**config.mk**
```make
export PLATFORM = sky130hd
export DESIGN_NAME = spi_sequencer
export DESIGN_NICKNAME = d
export VERILOG_FILES = /design/src/rtl/spi_seq_pkg.sv /design/src/rtl/seq_delay_timer.sv /design/src/rtl/spi_sequencer.sv
export SDC_FILE = /design/constraint.sdc
export NUM_CORES = 1
export LEC_CHECK = 0
export ABC_AREA = 1
export CORE_ASPECT_RATIO = 2
export CORE_MARGIN = 2
export CORE_UTILIZATION = 50
export DETAILED_ROUTE_END_ITERATION = 8
export PLACE_DENSITY = 0.71
export RECOVER_POWER = 50
export SLEW_MARGIN = 15
export SYNTH_ARGS = -nofsm -noshare
export SYNTH_HDL_FRONTEND = slang
export SYNTH_SLANG_ARGS = --single-unit
```
**constraint.sdc**
```tcl
create_clock -name clk -period 3.7 [get_ports clk]
set_input_delay 0.37 -clock clk [delete_from_list [all_inputs] [get_ports clk]]
set_output_delay 0.37 -clock clk [all_outputs]
set_load 0.03 [all_outputs]
```
**src/rtl/spi_seq_pkg.sv**
```systemverilog
// Shared opcode constants, FSM state encoding and decode helper for the SPI sequencer.
// Latency: none (declarations only).
// Backpressure: none (declarations only).
//
// Program word layout: {opcode[1:0], operand[DATA_BITS-1:0]}.
package spi_seq_pkg;

    localparam logic [1:0] OP_CMD   = 2'b00;
    localparam logic [1:0] OP_DATA  = 2'b01;
    localparam logic [1:0] OP_DELAY = 2'b10;
    localparam logic [1:0] OP_HALT  = 2'b11;

    typedef enum logic [2:0] {
        ST_IDLE   = 3'd0,
        ST_FETCH  = 3'd1,
        ST_DECODE = 3'd2,
        ST_SHIFT  = 3'd3,
        ST_DELAY  = 3'd4
    } seqState_t;

    // CMD and DATA both move one byte over the wire; bit 0 then selects dc.
    function automatic logic isByteOp(input logic [1:0] op);
        return ~op[1];
    endfunction

endpackage

```
**src/rtl/seq_delay_timer.sv**
```systemverilog
// Down-counting delay timer: load a clk count, get a one-clk expire pulse on the last clk.
// Latency: expire is high during the loadVal-th clk after the load clk.
// Backpressure: none; a new load overrides a running count, reset clears it.
//
// Ports:
//   clk, reset      - rising-edge clock, synchronous active-high reset
//   load, loadVal   - start a delay of loadVal clks (loadVal=0 never expires)
//   expire          - high in the final clk of the delay
module seq_delay_timer #(
    parameter int CNT_W = 18
) (
    input  logic             clk,
    input  logic             reset,
    input  logic             load,
    input  logic [CNT_W-1:0] loadVal,
    output logic             expire
);

    logic [CNT_W-1:0] cnt;

    always_ff @(posedge clk) begin
        if (reset) begin
            cnt <= '0;
        end else if (load) begin
            cnt <= loadVal;
        end else if (cnt != '0) begin
            cnt <= cnt - CNT_W'(1);
        end
    end

    // Expiring on 1 rather than 0 makes the owner spend exactly loadVal clks waiting.
    assign expire = (cnt == CNT_W'(1));

endmodule

```
**src/rtl/spi_sequencer.sv**
```systemverilog
// Program-driven SPI sequencer: fetches words, loads bytes into a shifter, inserts delays, halts.
// Latency: start -> FETCH next clk; fetch 1 clk; txLoad in the same clk as the first sclk strobe.
// Backpressure: start ignored while busy; each byte is paced by sclkPosEdge strobes.
//
// Build option: define SPI_SEQUENCER_LOOP_EN to restart the program at address 0 on HALT
// instead of returning to IDLE (busy then stays high until reset).
//
// Ports:
//   clk, reset   - rising-edge clock, synchronous active-high reset
//   start        - level; starts a program run from IDLE
//   sclkPosEdge  - one-clk strobe per serial-clock rising edge
//   instr        - program word, valid the clk after memAddr is presented
//   memAddr      - program memory address
//   txLoad       - one-clk pulse loading txByte into the external shift register
//   txByte       - byte presented to the shift register
//   cs           - active-low chip select
//   dc           - 0 = command byte, 1 = data byte
//   busy         - high whenever not IDLE
//   done         - one-clk pulse when a HALT is executed
module spi_sequencer
    import spi_seq_pkg::*;
#(
    parameter int ADDR_WIDTH = 16,
    parameter int DATA_BITS  = 8,
    parameter int DELAY_TICK = 1000
) (
    input  logic                   clk,
    input  logic                   reset,
    input  logic                   start,
    input  logic                   sclkPosEdge,
    input  logic [DATA_BITS+1:0]   instr,
    output logic [ADDR_WIDTH-1:0]  memAddr,
    output logic                   txLoad,
    output logic [DATA_BITS-1:0]   txByte,
    output logic                   cs,
    output logic                   dc,
    output logic                   busy,
    output logic                   done
);

    // Counter must hold 255 * DELAY_TICK (or the wider operand equivalent) without overflow.
    localparam int OPER_W = (DATA_BITS > 8) ? DATA_BITS : 8;
    localparam int CNT_W  = OPER_W + $clog2(DELAY_TICK);
    localparam int BIT_W  = $clog2(DATA_BITS + 1);

    seqState_t             state, stateNxt;
    logic [ADDR_WIDTH-1:0] memAddrNxt;
    logic [BIT_W-1:0]      bitCnt, bitCntNxt;
    logic                  csReg, csNxt;
    logic                  dcReg, dcNxt;
    logic [DATA_BITS-1:0]  txByteReg, txByteNxt;
    logic                  timerLoad;
    logic                  timerExpire;
    logic [CNT_W-1:0]      delayVal;

    logic [1:0]            opcode;
    logic [DATA_BITS-1:0]  operand;

    assign opcode   = instr[DATA_BITS+1 -: 2];
    assign operand  = instr[DATA_BITS-1:0];
    assign delayVal = CNT_W'(operand) * CNT_W'(DELAY_TICK);

    seq_delay_timer #(
        .CNT_W   (CNT_W)
    ) u_delayTimer (
        .clk     (clk),
        .reset   (reset),
        .load    (timerLoad),
        .loadVal (delayVal),
        .expire  (timerExpire)
    );

    always_ff @(posedge clk) begin
        if (reset) begin
            state     <= ST_IDLE;
            memAddr   <= '0;
            bitCnt    <= '0;
            csReg     <= 1'b1;
            dcReg     <= 1'b0;
            txByteReg <= '0;
        end else begin
            state     <= stateNxt;
            memAddr   <= memAddrNxt;
            bitCnt    <= bitCntNxt;
            csReg     <= csNxt;
            dcReg     <= dcNxt;
            txByteReg <= txByteNxt;
        end
    end

    always_comb begin
        stateNxt   = state;
        memAddrNxt = memAddr;
        bitCntNxt  = bitCnt;
        csNxt      = csReg;
        dcNxt      = dcReg;
        txByteNxt  = txByteReg;
        timerLoad  = 1'b0;
        txLoad     = 1'b0;
        done       = 1'b0;
        cs         = csReg;
        dc         = dcReg;
        txByte     = txByteReg;
        busy       = (state != ST_IDLE);

        unique case (state)
            ST_IDLE: begin
                csNxt = 1'b1;
                if (start) begin
                    memAddrNxt = '0;
                    stateNxt   = ST_FETCH;
                end
            end

            ST_FETCH: begin
                stateNxt = ST_DECODE;
            end

            ST_DECODE: begin
                if (isByteOp(opcode)) begin
                    // Select the device and present the byte while waiting for the
                    // serial clock; dc only flips together with the load pulse.
                    cs     = 1'b0;
                    txByte = operand;
                    if (sclkPosEdge) begin
                        txLoad    = 1'b1;
                        dc        = opcode[0];
                        dcNxt     = opcode[0];
                        txByteNxt = operand;
                        csNxt     = 1'b0;
                        bitCntNxt = BIT_W'(1);
                        stateNxt  = ST_SHIFT;
                    end
                end else if (opcode == OP_DELAY) begin
                    csNxt = 1'b1;
                    if (operand == '0) begin
                        memAddrNxt = memAddr + ADDR_WIDTH'(1);
                        stateNxt   = ST_FETCH;
                    end else begin
                        timerLoad = 1'b1;
                        stateNxt  = ST_DELAY;
                    end
                end else begin
                    cs    = 1'b1;
                    csNxt = 1'b1;
                    done  = 1'b1;
`ifdef SPI_SEQUENCER_LOOP_EN
                    memAddrNxt = '0;
                    stateNxt   = ST_FETCH;
`else
                    stateNxt   = ST_IDLE;
`endif
                end
            end

            ST_SHIFT: begin
                // The load strobe already counted as bit 1.
                if (sclkPosEdge) begin
                    if (bitCnt == BIT_W'(DATA_BITS - 1)) begin
                        bitCntNxt  = '0;
                        memAddrNxt = memAddr + ADDR_WIDTH'(1);
                        stateNxt   = ST_FETCH;
                    end else begin
                        bitCntNxt = bitCnt + BIT_W'(1);
                    end
                end
            end

            ST_DELAY: begin
                if (timerExpire) begin
                    memAddrNxt = memAddr + ADDR_WIDTH'(1);
                    stateNxt   = ST_FETCH;
                end
            end

            default: begin
                stateNxt = ST_IDLE;
            end
        endcase

        // Reset wins over a strobe or HALT arriving in the same clk.
        if (reset) begin
            txLoad    = 1'b0;
            done      = 1'b0;
            timerLoad = 1'b0;
        end
    end

endmodule

```
==> implementation parameters, run 1 <==
Parameter                              Value

Outcome
  Status    completed

Synthesis
  Number of warnings reported in the yosys synthesis log    0
  Cell type with the highest aggregate area in the netlist    sky130_fd_sc_hd__dfxtp_1
  Synthesized area per cell    7.064 sq um
  Share of async-settable or async-resettable flops after synthesis    0%
  Cell types with the largest area share after synthesis    sky130_fd_sc_hd__dfxtp_1 22%, sky130_fd_sc_hd__ha_1 13%, sky130_fd_sc_hd__nand2_1 13%
  Post-synthesis sequential area ratio    21.86%
  Synthesized net count    744
  Synth Instances    661
  EDFF count, synth    0
  Synth top area share    21.86%
  Post-synth design cell area    4669 sq um
  Number of different library cells in the post-synthesis netlist    38
  Post-synthesis sequential element count    51
  Predominant post-synthesis flop cell    sky130_fd_sc_hd__dfxtp_1

Power
  Worst supply voltage drop on vdd    0.0004215 V
  Cell area power density    699.0 nW/um^2
  Static leakage    2.677 nW

Global route
  Congestion Overflow GR    0
  Busiest grt layer    met2
  Total GRT Usage    24.57%
  Number of global-route vias before repair    4498
  Number of antenna violations at the first check in global routing    0
  Global-route track usage on met2    51.09%
  Met3 usage in global routing    1.287%
  GR met1 Demand/Resource    22.40%
  First-pass GRT wire length    20.02 mm
  Maximum number of pins on one net before global-route repair    24

Clock tree
  Clock transition time at the flip-flop clock pins of the worst setup and hold paths    0.07 ns
  Clock Sinks    51
  Worst-skew pair later-pin latency    0.29 ns
  Clk buf depth    2
  Clock tree from TritonCTS    yes
  CTS Hold Bufs    0
  Inserted Clock Buffers    5
  H-tree levels    2
  Cell at the root of the clock tree    sky130_fd_sc_hd__clkbuf_16

Detailed routing
  Number of nets still failing antenna checks after routing    0
  Number of DRC violations after detailed-routing iteration 0    152
  Routed length per placed instance    14.65 um
  Via count    4477
  Post-detailed-routing wire length    12.28 mm
  DRC Markers    0
  Routed via count divided by cell count    5.342
  Number of iterations in the first detailed-routing pass    4

Die
  Area inside the core boundary    9012 sq um
  Number of standard-cell rows in the floorplan    49
  Floorplan die area    10180 sq um
  Starting utilization of the core area    51.81%
  I/O pin cnt    43
  DIE WIDTH    72.34 um
  Floorplan die height    140.7 um

Final layout
  Final core utilization    63.86%
  Commonest non-fill, non-tap cells in the layout    158 x sky130_fd_sc_hd__nand2_1, 85 x sky130_fd_sc_hd__inv_1, 64 x sky130_fd_sc_hd__nor2_1
  Layout filler cell count    819
  Sequential cell area in the final layout    1021 sq um
  Proportion of layout cells with a drive suffix above 1    16.58%
  Area delta synth->final    23.26%
  Non-filler instance count after layout    838
  Post-route design area    5756 sq um
  Layout Nets    818
  Diode count    0
  Area of the multi-input gates    3401 sq um
  Most common cell after layout, fill and taps aside    sky130_fd_sc_hd__nand2_1

STA
  Hold Fails Final Rpt    0
  Final Setup Violations    0
  Actual slew at the worst max-slew pin    1.059 ns
  Unrepaired setup endpoints after global routing    yes
  Final worst clock skew    0.005562 ns
  FMAX    281.4 MHz
  Worst slew margin relative to its limit    29.15%
  Final max-slew violation count    0
  Period utilization    96.05%
  Time the final worst path needs with I/O delays and setup    3.554 ns

Worst setup path
  Cell with the largest stage delay on the worst path    sky130_fd_sc_hd__fa_1
  Worst R2R Start    state[1]
  Data arrival time at the worst-slack endpoint    3.78 ns
  Kind of end point of the critical path    register
  Startpoint of the most critical setup path    instr[3]
  Type of the setup path with the least slack    input pin to register
  Startpoint type of the worst setup path    input pin
  Required arrival time at the worst endpoint    3.93 ns
  Max incr delay on CP    0.55 ns
  Worst path cell trace    clkdlybuf4s15_1 -> fa_1 -> inv_1 -> fa_1 -> fa_1 -> fa_1 -> inv_1 -> ha_4 -> nand2_2 -> nor2_2 -> nand2_1 -> nand2_1 -> xor2_1 -> nand2_1 -> a21oi_2
  Crit Path Max Fanout    4
  Cell repeated most along the worst path    sky130_fd_sc_hd__fa_1

Run
  Max-cap violations    0

Placed design
  Post-placement cell area    5414 sq um
  Half-perimeter wire length after placement    9.782 mm
  Number of port buffers    42
  Final Wtd Congestion    0.9540
  Cell total after placement    829

Hold path
  Type of the tightest min-delay check    register to register
  Hold path startpoint    txByteReg[3]
[flip-flops by register name, summed over array words and instances, names as in the netlist]
register	flops
bitCnt	4
csReg	1
dcReg	1
memAddr	16
state	3
txByteReg	8
u_delayTimer.cnt	18
[final timing paths]
path                          end  slack [ns]  cells after the start
min reg2reg          txByteReg[3]        0.48                      2
max          u_delayTimer.cnt[13]        0.15                     15
min                  txByteReg[3]        0.48                      2
max reg2reg          txByteReg[1]        1.62                      8
[metrics by stage]
stage | setup TNS, ns | setup slack (ns) | power [mW] | hold slack, ns
floorplan | 0 | 0.2366 | 2.575 | 0.4473
global placement | -3.178 | -0.4382 | 3.158 | 0.4594
detailed placement | -3.547 | -0.4857 | 3.193 | 0.4685
CTS | 0 | 0.007020 | 3.863 | 0.4787
global route | -0.07635 | -0.03585 | 4.359 | 0.4952
finish | 0 | 0.1462 | 4.023 | 0.4808
[critical path: cells and delay by family]
family,cells,cell delay [ns]
fa+ha+maj,5,2.34
buf+inv,3,0.34
compound gates,1,0.10
simple gates,5,0.50
xor+xnor,1,0.14
[repair_timing]
item                       CTS  global route
pin swaps                    3            11
setup buffers                0             1
resized for setup           18            22
hold endpoints to repair     0             0
setup endpoints to repair    8             9
[layout make-up]
class / count / share of cell area, %
repair buffers: 77 / 11.83
clock inverters: 3 / 0.7609
inverters: 95 / 6.196
clock buffers: 5 / 2.174
multi-input cells: 505 / 59.09
flip-flops and latches: 51 / 17.74
well taps: 102 / 2.217
[cell usage after synthesis, types with 2 or more instances]
cell,number
sky130_fd_sc_hd__a31oi_1,2
sky130_fd_sc_hd__nand3b_1,6
sky130_fd_sc_hd__nor2_8,2
sky130_fd_sc_hd__o21ai_1,10
sky130_fd_sc_hd__or2_2,2
sky130_fd_sc_hd__o21bai_1,4
sky130_fd_sc_hd__nand2_2,16
sky130_fd_sc_hd__nand3_1,48
sky130_fd_sc_hd__nor3b_1,2
sky130_fd_sc_hd__a21oi_2,10
sky130_fd_sc_hd__xor2_1,19
sky130_fd_sc_hd__o21ai_0,20
sky130_fd_sc_hd__nand2_4,4
sky130_fd_sc_hd__a41oi_1,2
sky130_fd_sc_hd__clkbuf_1,6
sky130_fd_sc_hd__ha_1,48
sky130_fd_sc_hd__inv_2,8
sky130_fd_sc_hd__nor3_1,2
sky130_fd_sc_hd__dfxtp_1,51
sky130_fd_sc_hd__a21o_1,2
sky130_fd_sc_hd__fa_1,21
sky130_fd_sc_hd__nand2_1,158
sky130_fd_sc_hd__nor2_4,3
sky130_fd_sc_hd__xnor2_1,4
sky130_fd_sc_hd__nor2_1,68
sky130_fd_sc_hd__nor2_2,7
sky130_fd_sc_hd__inv_1,87
sky130_fd_sc_hd__a21oi_1,31
sky130_fd_sc_hd__nand4_1,9
[cell families (layout without fill, tap and decap cells)]
logic type                 after synthesis  count (layout)  synth area share (%)
AOI/OAI and AO/OA                       84              84                 10.48
xor gates and xnor gates                23              23                 4.314
adders and majority gates               69              69                 21.86
buffers and inverters                  105             180                 8.896
DFF                                     51              51                 21.86
and+or+nand+nor                        329             329                 32.58
[where the power goes]
group	leakage (nW)	switching (mW)	internal (mW)
clock	0.0838	0.215	0.319
sequential	0.415	0.108	0.660
combinational	2.18	1.62	1.10
total	2.68	1.94	2.08
[metal layers]
metal	vias to the layer above	wire length, um
li1	2246	-
met1	2095	4171
met2	97	7303
met3	39	248
met4	0	554
met5	-	0
(Power assumes the default switching activity.)
==> run 2: changes to the inputs <==
CORE_UTILIZATION = 58   (was 50)
PLACE_DENSITY = 0.8   (was 0.71)
==> run 2 against run 1 <==
Against the previous run: clock skew grew 0.0023 ns; combinational power about the same; die area decreased by 13%; non-clock buffer count increased by 3; clock power fell by 10%; final area down 0.15%; flip-flop and latch count is the same; largest power group unchanged.
==> implementation parameters, run 2 (same netlist as run 1, synthesis figures left out) <==
Parameter                              Value

Outcome
  Status    completed

STA
  Hold Fails Final Rpt    0
  Worst slew margin relative to its limit    27.92%
  Final Setup Violations    0
  FMAX    282.9 MHz
  Time the final worst path needs with I/O delays and setup    3.535 ns
  Period utilization    95.54%
  Worst Hold Slack    0.4790 ns
  Final worst clock skew    0.007879 ns
  Final max-slew violation count    0
  Actual slew at the worst max-slew pin    1.077 ns
  Post-route worst setup slack    0.1650 ns

Global route
  Number of antenna violations at the first check in global routing    0
  Maximum number of pins on one net before global-route repair    24
  Total GRT Usage    28.85%
  Number of global-route vias before repair    4559
  First-pass GRT wire length    19.67 mm
  Congestion Overflow GR    0

Final layout
  Top reg by flops    u_delayTimer.cnt
  Registers with the most flip-flops    u_delayTimer.cnt x18, memAddr x16, txByteReg x8
  Proportion of layout cells with a drive suffix above 1    17.32%
  Area delta synth->final    23.07%
  Number of flip-flops under the largest register name    18
  Layout filler cell count    636
  Most common cell after layout, fill and taps aside    sky130_fd_sc_hd__nand2_1
  Final core utilization    72.88%
  Diode count    0
  Commonest non-fill, non-tap cells in the layout    154 x sky130_fd_sc_hd__nand2_1, 84 x sky130_fd_sc_hd__inv_1, 65 x sky130_fd_sc_hd__nor2_1
  Layout Nets    821

Die
  Number of standard-cell rows in the floorplan    46
  Floorplan die area    8828 sq um
  Starting utilization of the core area    59.22%
  Floorplan die height    130.9 um
  DIE WIDTH    67.45 um
  I/O pin cnt    43
  Area inside the core boundary    7885 sq um

Hold path
  Hold path startpoint    txByteReg[1]
  Destination of the worst hold path    txByteReg[1]
  Number of cells on the worst hold path    2
  Type of the tightest min-delay check    register to register

Worst setup path
  Max incr delay on CP    0.54 ns
  Worst path cell trace    clkdlybuf4s50_1 -> inv_1 -> fa_1 -> inv_1 -> fa_1 -> fa_1 -> ha_4 -> ha_4 -> nand2_1 -> nor2_1 -> nand3_1 -> nand3_1 -> nand2_1 -> nand3_1 -> a21oi_1
  Cell with the largest stage delay on the worst path    sky130_fd_sc_hd__fa_1
  Required arrival time at the worst endpoint    3.87 ns
  Data arrival time at the worst-slack endpoint    3.70 ns
  Startpoint of the most critical setup path    instr[6]
  Type of the setup path with the least slack    input pin to register
  Worst R2R Start    state[1]
  Kind of end point of the critical path    register
  Crit Reg-Reg Endpoint    memAddr[4]
  Startpoint type of the worst setup path    input pin
  Logic depth of the worst register-to-register path    7
  Internal reg-to-reg setup slack    1.66 ns
  Crit Path Max Fanout    4

Clock tree
  Clk buf depth    2
  Clock Sinks    51
  CTS Hold Bufs    0
  Worst-skew pair later-pin latency    0.29 ns
  Clock transition time at the flip-flop clock pins of the worst setup and hold paths    0.07 ns
  Clock tree from TritonCTS    yes
  Cell at the root of the clock tree    sky130_fd_sc_hd__clkbuf_16
  Inserted Clock Buffers    5
  H-tree levels    2

Power
  Static leakage    2.635 nW
  Worst supply voltage drop on vdd    0.0004181 V
  Post-layout power    3.966 mW
  Cell area power density    690.2 nW/um^2

Placed design
  Half-perimeter wire length after placement    9.595 mm
  Post-placement setup slack    -0.4468 ns
  Number of port buffers    42
  Final Wtd Congestion    0.8857

Detailed routing
  Via count    4607
  Routed via count divided by cell count    5.517
  Number of iterations in the first detailed-routing pass    4
  Number of nets still failing antenna checks after routing    0
  Number of DRC violations after detailed-routing iteration 0    252
  Routed length per placed instance    14.55 um
  DRC Markers    0
  Post-detailed-routing wire length    12.15 mm

Run
  Max-cap violations    0
run 2: changes by cell type in the layout (fill, tap and decap cells not counted), moves of 3 or more:
cell                              previous run  this run
sky130_fd_sc_hd__clkdlybuf4s50_1            18        34
sky130_fd_sc_hd__dlygate4sd3_1              18         2
sky130_fd_sc_hd__nand2_1                   158       154
sky130_fd_sc_hd__nand2_2                    16        20
sky130_fd_sc_hd__o21ai_0                    23        19
sky130_fd_sc_hd__buf_4                      35        38
sky130_fd_sc_hd__o21ai_1                     7        10
run 2: metal layers:
metal	global-route usage (%)	share of wire, %
met5	0	0
met4	15.25	3.7
met3	2.997	1.9
met2	58.88	61
met1	25.91	33
run 2: worst max-delay path by stage:
stage	end	cells past startpoint
final	u_delayTimer.cnt[16]	15
after global routing	u_delayTimer.cnt[13]	17
after CTS	u_delayTimer.cnt[15]	14
after detailed placement	u_delayTimer.cnt[16]	17
after global placement	u_delayTimer.cnt[15]	17
after floorplan	u_delayTimer.cnt[13]	14
run 2: through the flow:
stage	instance area [sq um]	instances	setup TNS (ns)
after floorplan	4669	661	0
after global placement	5414	824	-3.149
after detailed placement	5414	824	-3.476
after CTS	5629	832	0
after global routing	5747	835	-0.07358
final	5747	835	0
run 2: report_power, final:
| part | switching, mW | internal (mW) | total [mW] |
|---|---|---|---|
| registers | 0.112 | 0.660 | 0.772 |
| logic | 1.61 | 1.11 | 2.71 |
| clock network | 0.209 | 0.270 | 0.480 |
run 2: timing repair:
item / CTS / global route
pin swaps: 4 / 10
setup endpoints to repair: 9 / 9
gates resized for setup: 15 / 23
setup buffers: 0 / 3
run 2: worst max-delay path, delay by kind of cell:
family	cells	cell delay, ns
adder cells (fa/ha/maj)	5	2.01
AND/OR/NAND/NOR	6	0.58
AO/OA/AOI/OAI	1	0.06
buffers and inverters	3	0.68
run 2: layout make-up:
cell class	instances	area (sq um)	area share [%]
Timing Repair Buffer	80	703.2	12.24
Multi-Input combinational cell	505	3391	59.00
Clock inverter	2	16.27	0.2830
Sequential cell	51	1021	17.77
Tap cell	96	120.1	2.090
Clock buffer	6	138.9	2.417
Inverter	95	356.6	6.205
